==> src/rtl/mem_replay_sched.sv <==
// mem_replay_sched: sequences a capture load into a linear memory region and then
// replays that region a programmable number of times (or forever).
//
// Ports:
//   clk, rst           clock, synchronous active-high reset
//   sw_rst             software reset, same effect as rst
//   cal_done           memory calibration done; low only blocks grants
//   start_load         pulse: begin a new capture load
//   start_replay       pulse: begin replay of the loaded bursts
//   stop               pulse: abort the current phase
//   replay_count       number of passes, 0 = infinite (sampled at each wrap)
//   wr_req/wr_grant    writer handshake; wr_addr is the granted burst address
//   rd_req/rd_grant    reader handshake; rd_addr is the granted burst address
//   state              0 IDLE, 1 LOAD, 2 REPLAY
//   load_words         bursts captured by the last load
//   loops_done         completed replay passes
//   replay_done        one-cycle pulse when a finite replay completes
//   overflow           sticky: load ran past MEM_ADDR_HIGH
module mem_replay_sched #(
  parameter int                        MEM_ADDR_WIDTH = 19,
  parameter logic [MEM_ADDR_WIDTH-1:0] MEM_ADDR_LOW   = '0,
  parameter logic [MEM_ADDR_WIDTH-1:0] MEM_ADDR_HIGH  = {MEM_ADDR_WIDTH{1'b1}},
  parameter int                        CNT_WIDTH      = 32
) (
  input  logic                      clk,
  input  logic                      rst,
  input  logic                      sw_rst,
  input  logic                      cal_done,
  input  logic                      start_load,
  input  logic                      start_replay,
  input  logic                      stop,
  input  logic [CNT_WIDTH-1:0]      replay_count,
  input  logic                      wr_req,
  output logic                      wr_grant,
  output logic [MEM_ADDR_WIDTH-1:0] wr_addr,
  input  logic                      rd_req,
  output logic                      rd_grant,
  output logic [MEM_ADDR_WIDTH-1:0] rd_addr,
  output logic [1:0]                state,
  output logic [MEM_ADDR_WIDTH:0]   load_words,
  output logic [CNT_WIDTH-1:0]      loops_done,
  output logic                      replay_done,
  output logic                      overflow
);

  typedef enum logic [1:0] {IDLE = 2'd0, LOAD = 2'd1, REPLAY = 2'd2} state_t;

  state_t                    state_q, state_d;
  logic [MEM_ADDR_WIDTH-1:0] wr_addr_q, wr_addr_d, rd_addr_q, rd_addr_d;
  logic [MEM_ADDR_WIDTH:0]   words_q, words_d, last_addr;
  logic [CNT_WIDTH-1:0]      loops_q, loops_d, loops_inc;
  logic                      ovf_q, ovf_d, done_q, done_d;

  assign wr_grant = wr_req & cal_done & (state_q == LOAD) & ~ovf_q & ~stop;
  assign rd_grant = rd_req & cal_done & (state_q == REPLAY) & ~stop;

  // Last loaded address, computed one bit wider so a full region cannot alias.
  assign last_addr = {1'b0, MEM_ADDR_LOW} + words_q - 1'b1;
  assign loops_inc = loops_q + 1'b1;

  always_comb begin
    state_d   = state_q;
    wr_addr_d = wr_addr_q;
    rd_addr_d = rd_addr_q;
    words_d   = words_q;
    loops_d   = loops_q;
    ovf_d     = ovf_q;
    done_d    = 1'b0;

    // A grant at MEM_ADDR_HIGH is still honoured; the address then parks there.
    if (wr_grant) begin
      words_d = words_q + 1'b1;
      if (wr_addr_q == MEM_ADDR_HIGH) ovf_d = 1'b1;
      else                            wr_addr_d = wr_addr_q + 1'b1;
    end

    case (state_q)
      IDLE: begin
        if (stop) begin
          state_d = IDLE;
        end else if (start_load) begin
          words_d   = '0;
          ovf_d     = 1'b0;
          loops_d   = '0;
          wr_addr_d = MEM_ADDR_LOW;
          state_d   = LOAD;
        end else if (start_replay && words_q != '0) begin
          loops_d   = '0;
          rd_addr_d = MEM_ADDR_LOW;
          state_d   = REPLAY;
        end
      end
      LOAD: begin
        if (stop) begin
          state_d = IDLE;
        end else if (start_load) begin
          // Restart the capture from the bottom of the region.
          words_d   = '0;
          ovf_d     = 1'b0;
          loops_d   = '0;
          wr_addr_d = MEM_ADDR_LOW;
        end else if (start_replay) begin
          // words_d already counts a grant taken in this same cycle.
          if (words_d != '0) begin
            loops_d   = '0;
            rd_addr_d = MEM_ADDR_LOW;
            state_d   = REPLAY;
          end else begin
            state_d = IDLE;
          end
        end
      end
      REPLAY: begin
        if (stop) begin
          state_d = IDLE;
        end else if (rd_grant) begin
          if ({1'b0, rd_addr_q} == last_addr) begin
            rd_addr_d = MEM_ADDR_LOW;
            loops_d   = loops_inc;
            if (replay_count != '0 && loops_inc == replay_count) begin
              state_d = IDLE;
              done_d  = 1'b1;
            end
          end else begin
            rd_addr_d = rd_addr_q + 1'b1;
          end
        end
      end
      default: state_d = IDLE;
    endcase
  end

  always_ff @(posedge clk) begin
    if (rst || sw_rst) begin
      state_q   <= IDLE;
      wr_addr_q <= MEM_ADDR_LOW;
      rd_addr_q <= MEM_ADDR_LOW;
      words_q   <= '0;
      loops_q   <= '0;
      ovf_q     <= 1'b0;
      done_q    <= 1'b0;
    end else begin
      state_q   <= state_d;
      wr_addr_q <= wr_addr_d;
      rd_addr_q <= rd_addr_d;
      words_q   <= words_d;
      loops_q   <= loops_d;
      ovf_q     <= ovf_d;
      done_q    <= done_d;
    end
  end

  assign wr_addr     = wr_addr_q;
  assign rd_addr     = rd_addr_q;
  assign state       = state_q;
  assign load_words  = words_q;
  assign loops_done  = loops_q;
  assign replay_done = done_q;
  assign overflow    = ovf_q;

endmodule

==> config.mk <==
export PLATFORM = sky130hd
export DESIGN_NAME = mem_replay_sched
export DESIGN_NICKNAME = d
export VERILOG_FILES = /design/src/rtl/mem_replay_sched.sv
export SDC_FILE = /design/constraint.sdc
export NUM_CORES = 1
export LEC_CHECK = 0
export CAP_MARGIN = 20
export CORE_MARGIN = 4
export CORE_UTILIZATION = 30
export DETAILED_ROUTE_END_ITERATION = 12
export HOLD_SLACK_MARGIN = 0.1
export PLACE_DENSITY_LB_ADDON = 0.2
export SYNTH_ARGS = -nofsm -noshare
export SYNTH_HDL_FRONTEND = slang
export SYNTH_SLANG_ARGS = --single-unit
export TNS_END_PERCENT = 1
==> constraint.sdc <==
create_clock -name clk -period 4.15 [get_ports clk]
set_input_delay 0.6225 -clock clk [delete_from_list [all_inputs] [get_ports clk]]
set_output_delay 0.6225 -clock clk [all_outputs]
set_load 0.005 [all_outputs]
Word level (Yosys, flattened, before mapping)
Cells that the tools add are included.
{"block": "op_classes", "addsub": 5, "n_mul": 0, "n_div": 0, "magnitude_cmp": 0, "eq_ne": 24, "shifts": 0, "muxes": 49, "n_bitwise": 12, "n_reduce_logical": 13}
{"cell": "2-to-1 mux 32 bit", "n": 10}
{"cell": "2-to-1 mux 19 bit", "n": 15}
{"cell": "case mux 32 bit (3 select lines)", "n": 1}
{"cell": "2-to-1 mux 20 bit", "n": 4}
{"cell": "case mux 19 bit (3 select lines)", "n": 1}
{"cell": "nonzero test 20 bit", "n": 2}
{"cell": "adder 19 x 1 -> 19 bit, second input constant", "n": 2}
{"cell": "adder 32 x 1 -> 32 bit, second input constant", "n": 1}
{"cell": "== test 32 bit", "n": 1}
{"cell": "nonzero test 32 bit", "n": 1}
{"cell": "2-to-1 mux 2 bit", "n": 11}
{"cell": "adder 20 x 1 -> 20 bit, second input constant", "n": 1}
{"cell": "== test 19 x 20 -> 1 bit", "n": 1}
{"cell": "subtractor 20 x 1 -> 20 bit, second input constant", "n": 1}
{"cell": "== test 19 bit, second input constant", "n": 1}
{"cell": "inequality test 2 bit, second input constant", "n": 8}
{"cell": "inequality test 3 bit, second input constant", "n": 5}
{"cell": "AND reduction 10 bit", "n": 1}
{"cell": "inequality test 3 x 2 -> 1 bit, second input constant", "n": 3}
{"cell": "AND reduction 9 bit", "n": 1}
{"cell": "bitwise AND 1 bit", "n": 7}
{"cell": "2-to-1 mux 1 bit", "n": 6}
{"cell": "case mux 2 bit (3 select lines)", "n": 1}
{"cell": "AND reduction 6 bit", "n": 1}
{"cell": "other kinds (11)", "n": 17}
{"block": "word_totals", "regBits": 94, "latch_bits": 0, "ramBits": 0, "rom_bits": 0, "input_bits": 41, "wordCells": 110, "mem_count": 0}

Logic depth before layout (Yosys ltp)
Gate-level depths: netlist of run 1.
{"block": "depth", "ltp_word": 11, "mapped_depth": 13, "depth_no_buf": 11}

Worst setup path before layout of run 1
OpenSTA, ideal clock, no wires.
{"block": "synth_path", "kind": "reg2reg", "from": "register words_q[1], in the netlist load_words[1]", "to": "register loops_q[18], in the netlist loops_done[18]", "arrival_ns": 3.373, "t_required_ns": 4.080, "setup_slack_ns": 0.707, "path_stages_with_launch": 13, "n_path_buf": 2, "path_cell_list": "dfxtp_1 > buf_2 > inv_1 > ha_1 > or4b_1 > or4_1 > and4_1 > or3_1 > nor4_4 > nand3_4 > buf_6 > or3b_1 > a21oi_1"}
{"block": "synth_via", "elab_chain_cells": 5, "elab_cells_between_ends": 11}
{"element": "start, declared", "line": "50", "source": "logic [MEM_ADDR_WIDTH:0] words_q, words_d, last_addr;"}
{"element": "start signal, assigned", "line": "146", "source": "words_q <= words_d;"}
{"element": "adder 20 x 1 -> 20 bit", "line": "72", "source": "words_d = words_q + 1'b1;"}
{"element": "2-to-1 mux 20 bit", "line": "71", "source": "if (wr_grant) begin"}
{"element": "nonzero test 20 bit", "line": "104", "source": "if (words_d != '0) begin"}
{"element": "inequality test 3 x 2 -> 1 bit (no source line)"}
{"element": "AND reduction 9 bit (no source line) *"}
{"element": "end signal, assigned", "line": "147", "source": "loops_q <= loops_d;"}
{"element": "end, declared", "line": "51", "source": "logic [CNT_WIDTH-1:0] loops_q, loops_d, loops_inc;"}
Every way passes the cells marked *; elsewhere a longest branch is shown, timed or not.
A chain may end at the register's enable or synchronous reset.

Worst setup path after layout of run 1
{"block": "layout_path", "from": "register words_q[1], in the netlist load_words[1]", "to": "register loops_q[24], in the netlist loops_done[24]"}
Same word-level chain as after synthesis.

==> results.cfg, run 1 <==
[placed_design]
place_inst = 1250
place_ws_ns = 0.3563
place_area_mm2 = 0.008263
hpwl_mm = 16.17
gp_congestion = 0.8642
portBuffers = 136

[hold_path]
min-delay-start = loops_done[31]
hp-class = register to register

[die]
die_h_um = 155.9
dieArea_mm2 = 0.02430
pin_count = 137
die_w_um = 155.9
num_rows = 53
core_area_mm2 = 0.02129
start_util = 0.3082

[power_and_ir_drop]
power_density_mw_per_mm2 = 217.9
power.total_mw = 1.864
leakagePower_nw = 2.800
peakVddDrop_mv = 0.1727

[synth]
ys_seq_elements = 94
netlist_area_mm2 = 0.006561
syn_inst = 864
async_flop_share = 0
synth_top_area_share = 0.2868
syn-num-nets = 910
synthTopCellsByArea = dfxtp_1 (29%), xnor2_1 (9.2%), xor2_1 (6.5%)
synthFlopType = dfxtp_1
synth-edff-count = 0
yosys.cell_types.count = 66
ys_seq_area_frac = 0.2868
yosysWarnings = 0
syn_avg_cell_area_um2 = 7.594
synth_most_common_cell = nor2_1
synth_common_cells = nor2_1 (105), dfxtp_1 (94), xnor2_1 (69)
synth_top_cell_by_area = dfxtp_1

[setup_path]
endpoint_kind = register
r2r-start = load_words[1]
cp.arrival_ns = 4.02
startpoint_type = register
critPathMaxFanout = 26
cp-startpoint = load_words[1]
required_ns = 4.43
crit_type = register to register

[global_route]
grt_pass1_wl_mm = 34.93
grt_pass1_vias = 6249
antenna_found_initial = 0
grtUsageTotal = 0.1768
grt_overflow = 0
grt_start_max_net_pins = 41

[sta]
setup_slack_ns = 0.4150
min_period_ns = 3.735
layout_worst_path_cycle_share = 0.9000
tns_ns = 0
finalSetupViolations = 0
slew_headroom = 0.4738
max_freq_mhz = 267.7
hold_viol_final = 0
rsz0062_at_grt = no
fin_skew_ns = 0.009356
whs_ns = 0.5276
drv_slew = 0
worstMarginPinSlew_ns = 0.7893

[cts]
cts_hold_buf = 0
h-tree-depth = 3
clock-sinks = 94
cts.root.buffer_cell = clkbuf_16
clkLatencyLatePin_ns = 0.36
clk_path_buf_depth = 2
cts_setup_buffers = 0
cts_buffers = 9
tritoncts = done
ctsResizeCount = 0
clkTransAtPathRegs_ns = 0.08

[layout]
num-fill-cells = 2208
utilization = 0.4018
seqCellArea_mm2 = 0.001882
fin_area_mm2 = 0.008553
n_antenna_cell = 0
syn_to_final_growth_pct = 30.36
fin_cells = 1266
final_nets = 1032
multi_input_area_mm2 = 0.004370
drive_gt1_frac = 0.06862

[routing]
ant_nets = 0
route.detailed.drc = 0
viasPerCell = 5.216
vias = 6604
firstDrtPassIters = 4
wl_per_cell_um = 17.02
drt_iter0_markers = 376
wl_mm = 21.54

[outcome]
status = finished clean

[flow_run]
cap_violations = 0
worst max-delay path: stages, from the launching register on:
cell and delay, ns:
dfxtp_1 0.31, buf_4 0.17, or4_4 0.56, or3_1 0.47, o21a_1 0.15, nor4_1 0.49
nand3_1 0.22, nor4_4 0.32, nand3_4 0.33, or4_1 0.49, a21oi_1 0.15
final cells by class:
type / instances / share of cell area
clock buffer: 9 / 0.02633
clock inverter: 7 / 0.007607
inverter: 14 / 0.006144
multi-input combinational: 699 / 0.5110
sequential: 94 / 0.2200
tap: 275 / 0.04023
timing repair buffer: 168 / 0.1887
power by group:
part	switching [mW]	leakage [nW]	total, mW	internal (mW)
registers	0.00104	0.757	0.902	0.901
logic	0.0659	1.90	0.127	0.0616
clock network	0.412	0.140	0.834	0.422
total	0.479	2.80	1.86	1.38
metal layers:
layer	GRT usage	up-vias	share of wire
li1	-	3362	-
met1	0.2528	3064	0.48
met2	0.2751	167	0.46
met3	0.03773	11	0.052
met4	0.03627	0	0.0078
met5	0	-	0
path summary, 6_finish.rpt:
kind                                  endpoint  slack (ns)  cells after the start
worst max-delay path            loops_done[24]        0.41                     10
worst max register to register  loops_done[24]        0.41                     10
worst min register to register  loops_done[31]        0.53                      2
worst min-delay path            loops_done[31]        0.53                      2
sequential cells by signal, indices dropped and copies added, names as in the netlist:
| register | count |
|---|---|
| wr_addr | 19 |
| replay_done | 1 |
| rd_addr | 19 |
| loops_done | 32 |
| overflow | 1 |
| load_words | 20 |
| state | 2 |
cells in the final DEF, fill, tap and decap left out, types with 14 or more instances in the layout:
cell type / count
a21oi_1: 56
and3_1: 18
buf_4: 31
clkdlybuf4s50_1: 136
dfxtp_1: 94
inv_1: 14
nand2_1: 56
nand3_1: 46
nand4_1: 34
nor2_1: 105
nor3_1: 18
nor4_1: 30
o21ai_0: 37
or3_1: 34
xnor2_1: 69
xor2_1: 49
cells by family after synthesis:
family | synth area share
buf+inv | 0.04805
xor+xnor | 0.1575
fa+ha+maj | 0.009535
simple gates | 0.3556
compound gates | 0.1331
mux | 0.009344
flops | 0.2868
Note: power is estimated with default switching activity, not from simulation.
==> run 2: changes to the inputs <==
--- a/config.mk
+++ b/config.mk
@@ -8,6 +8,7 @@
 export CAP_MARGIN = 20
 export CORE_MARGIN = 4
 export CORE_UTILIZATION = 30
+export CTS_CLUSTER_SIZE = 12
 export DETAILED_ROUTE_END_ITERATION = 12
 export HOLD_SLACK_MARGIN = 0.1
 export PLACE_DENSITY_LB_ADDON = 0.2
==> constraint.sdc (replaced) <==
create_clock -name clk -period 4.15 [get_ports clk]
set_input_delay 0.415 -clock clk [delete_from_list [all_inputs] [get_ports clk]]
set_output_delay 0.415 -clock clk [all_outputs]
set_load 0.005 [all_outputs]
==> run 2 against run 1 <==
Hold slack worse by 0.013 ns; count of clock-buffer cells in the layout did not move; clock power rose by 1%; flip-flop and latch count did not move; critical path type unchanged; highest routed layer unchanged.
==> results.cfg, run 2 (synthesized netlist as in run 1, its figures left out) <==
[layout]
fin_area_mm2 = 0.008529
syn_to_final_growth_pct = 30.00
layout_commonest_cell = clkdlybuf4s50_1
most-common-layout-cells = clkdlybuf4s50_1 (136), nor2_1 (105), dfxtp_1 (94)
n_antenna_cell = 0
largest_reg_flops = 32
final_nets = 1029
num-fill-cells = 2187
drive_gt1_frac = 0.06579

[die]
die_w_um = 155.9
core_area_mm2 = 0.02129
pin_count = 137
num_rows = 53
start_util = 0.3082
die_h_um = 155.9
dieArea_mm2 = 0.02430

[routing]
firstDrtPassIters = 5
drt_iter0_markers = 408
vias = 6603
ant_nets = 0
wl_mm = 21.62
route.detailed.drc = 0
viasPerCell = 5.228
wl_per_cell_um = 17.12

[global_route]
grt_pass1_wl_mm = 34.81
grt_start_max_net_pins = 41
antenna_found_initial = 0
grt_pass1_vias = 6383
grt_overflow = 0
grtUsageTotal = 0.1754

[power_and_ir_drop]
sequentialPowerShare = 0.482
comb_power_share = 0.068
internal_power_mw = 1.384
clockPowerShare = 0.450
power_density_mw_per_mm2 = 219.6
leakagePower_nw = 2.779
switching_share = 0.2609
p_switching_uw = 488.6
peakVddDrop_mv = 0.1963

[cts]
cts_buffers = 9
clk_path_buf_depth = 2
clock-sinks = 94
tritoncts = done
cts_hold_buf = 0
h-tree-depth = 3
ctsResizeCount = 0
cts.root.buffer_cell = clkbuf_16
clkLatencyLatePin_ns = 0.36
clkTransAtPathRegs_ns = 0.08
cts_setup_buffers = 0

[sta]
rsz0062_at_grt = no
fin_skew_ns = 0.01059
finalSetupViolations = 0
setup_slack_ns = 0.4221
tns_ns = 0
slew_headroom = 0.4687
worstMarginPinSlew_ns = 0.7970
min_period_ns = 3.728
drv_slew = 0
hold_viol_final = 0
max_freq_mhz = 268.2
layout_worst_path_cycle_share = 0.8983

[setup_path]
crit_type = register to register
critPathMaxFanout = 26
reg2regPathDepth = 10
endpoint_kind = register
required_ns = 4.43
cp.arrival_ns = 4.00
startpoint_type = register

[outcome]
status = finished clean

[hold_path]
hp-class = register to register
hold_path_depth = 2

[placed_design]
place_ws_ns = 0.4476
gp_congestion = 0.8329
hpwl_mm = 16.20
portBuffers = 136
place_area_mm2 = 0.008240

[flow_run]
cap_violations = 0
## run 2: final cells by class
class / instances / area (um^2) / area share
multi-input cells: 699 / 4370 / 0.5124
flip-flops and latches: 94 / 1882 / 0.2206
repair buffers: 165 / 1592 / 0.1866
well taps: 275 / 344.1 / 0.04034
clock buffers: 9 / 225.2 / 0.02640
clock inverters: 7 / 63.81 / 0.007481
inverters: 14 / 52.55 / 0.006161
## run 2: critical path, cell delays in order (launching register included)
cell and delay (ns):
dfxtp_1 0.32, buf_4 0.18, or4_4 0.58, or3_1 0.47, o21a_1 0.15, nor4_1 0.46
nand3_1 0.21, nor4_4 0.31, nand3_4 0.33, or4_1 0.49, a21oi_1 0.15
## run 2: per-layer routing
metal	up-vias	routed length, um	global-route usage
li1	3347	-	-
met1	3091	10430	0.2457
met2	140	9671	0.2710
met3	25	1108	0.03467
met4	0	411	0.05627
met5	-	0	0
## run 2: power groups by stage
stage | Combinational [mW] | Sequential, mW | Clock (mW)
floorplan | 0.0552 | 0.923 | 0
global placement | 0.128 | 0.924 | 0
detailed placement | 0.128 | 0.924 | 0
CTS | 0.128 | 0.902 | 0.871
global route | 0.138 | 0.902 | 0.900
finish | 0.128 | 0.902 | 0.843
## run 2: worst paths after layout
kind	slack [ns]	endpoint	from
max	0.42	loops_done[24]	load_words[0]
min	0.51	wr_addr[18]	wr_addr[18]
max reg2reg	0.42	loops_done[24]	load_words[0]
min reg2reg	0.51	wr_addr[18]	wr_addr[18]
## run 2: metrics by stage
step           total power [mW]  hold slack (ns)    util  instances
6_report                  1.873           0.5144  0.4007       1263
2_1_floorplan            0.9785           0.4820       -        864
5_1_grt                   1.940           0.5526  0.4007       1263
4_1_cts                   1.901           0.5258  0.4007       1263
3_3_place_gp              1.052           0.5059  0.3871       1247
3_5_place_dp              1.051           0.4935  0.3871       1247
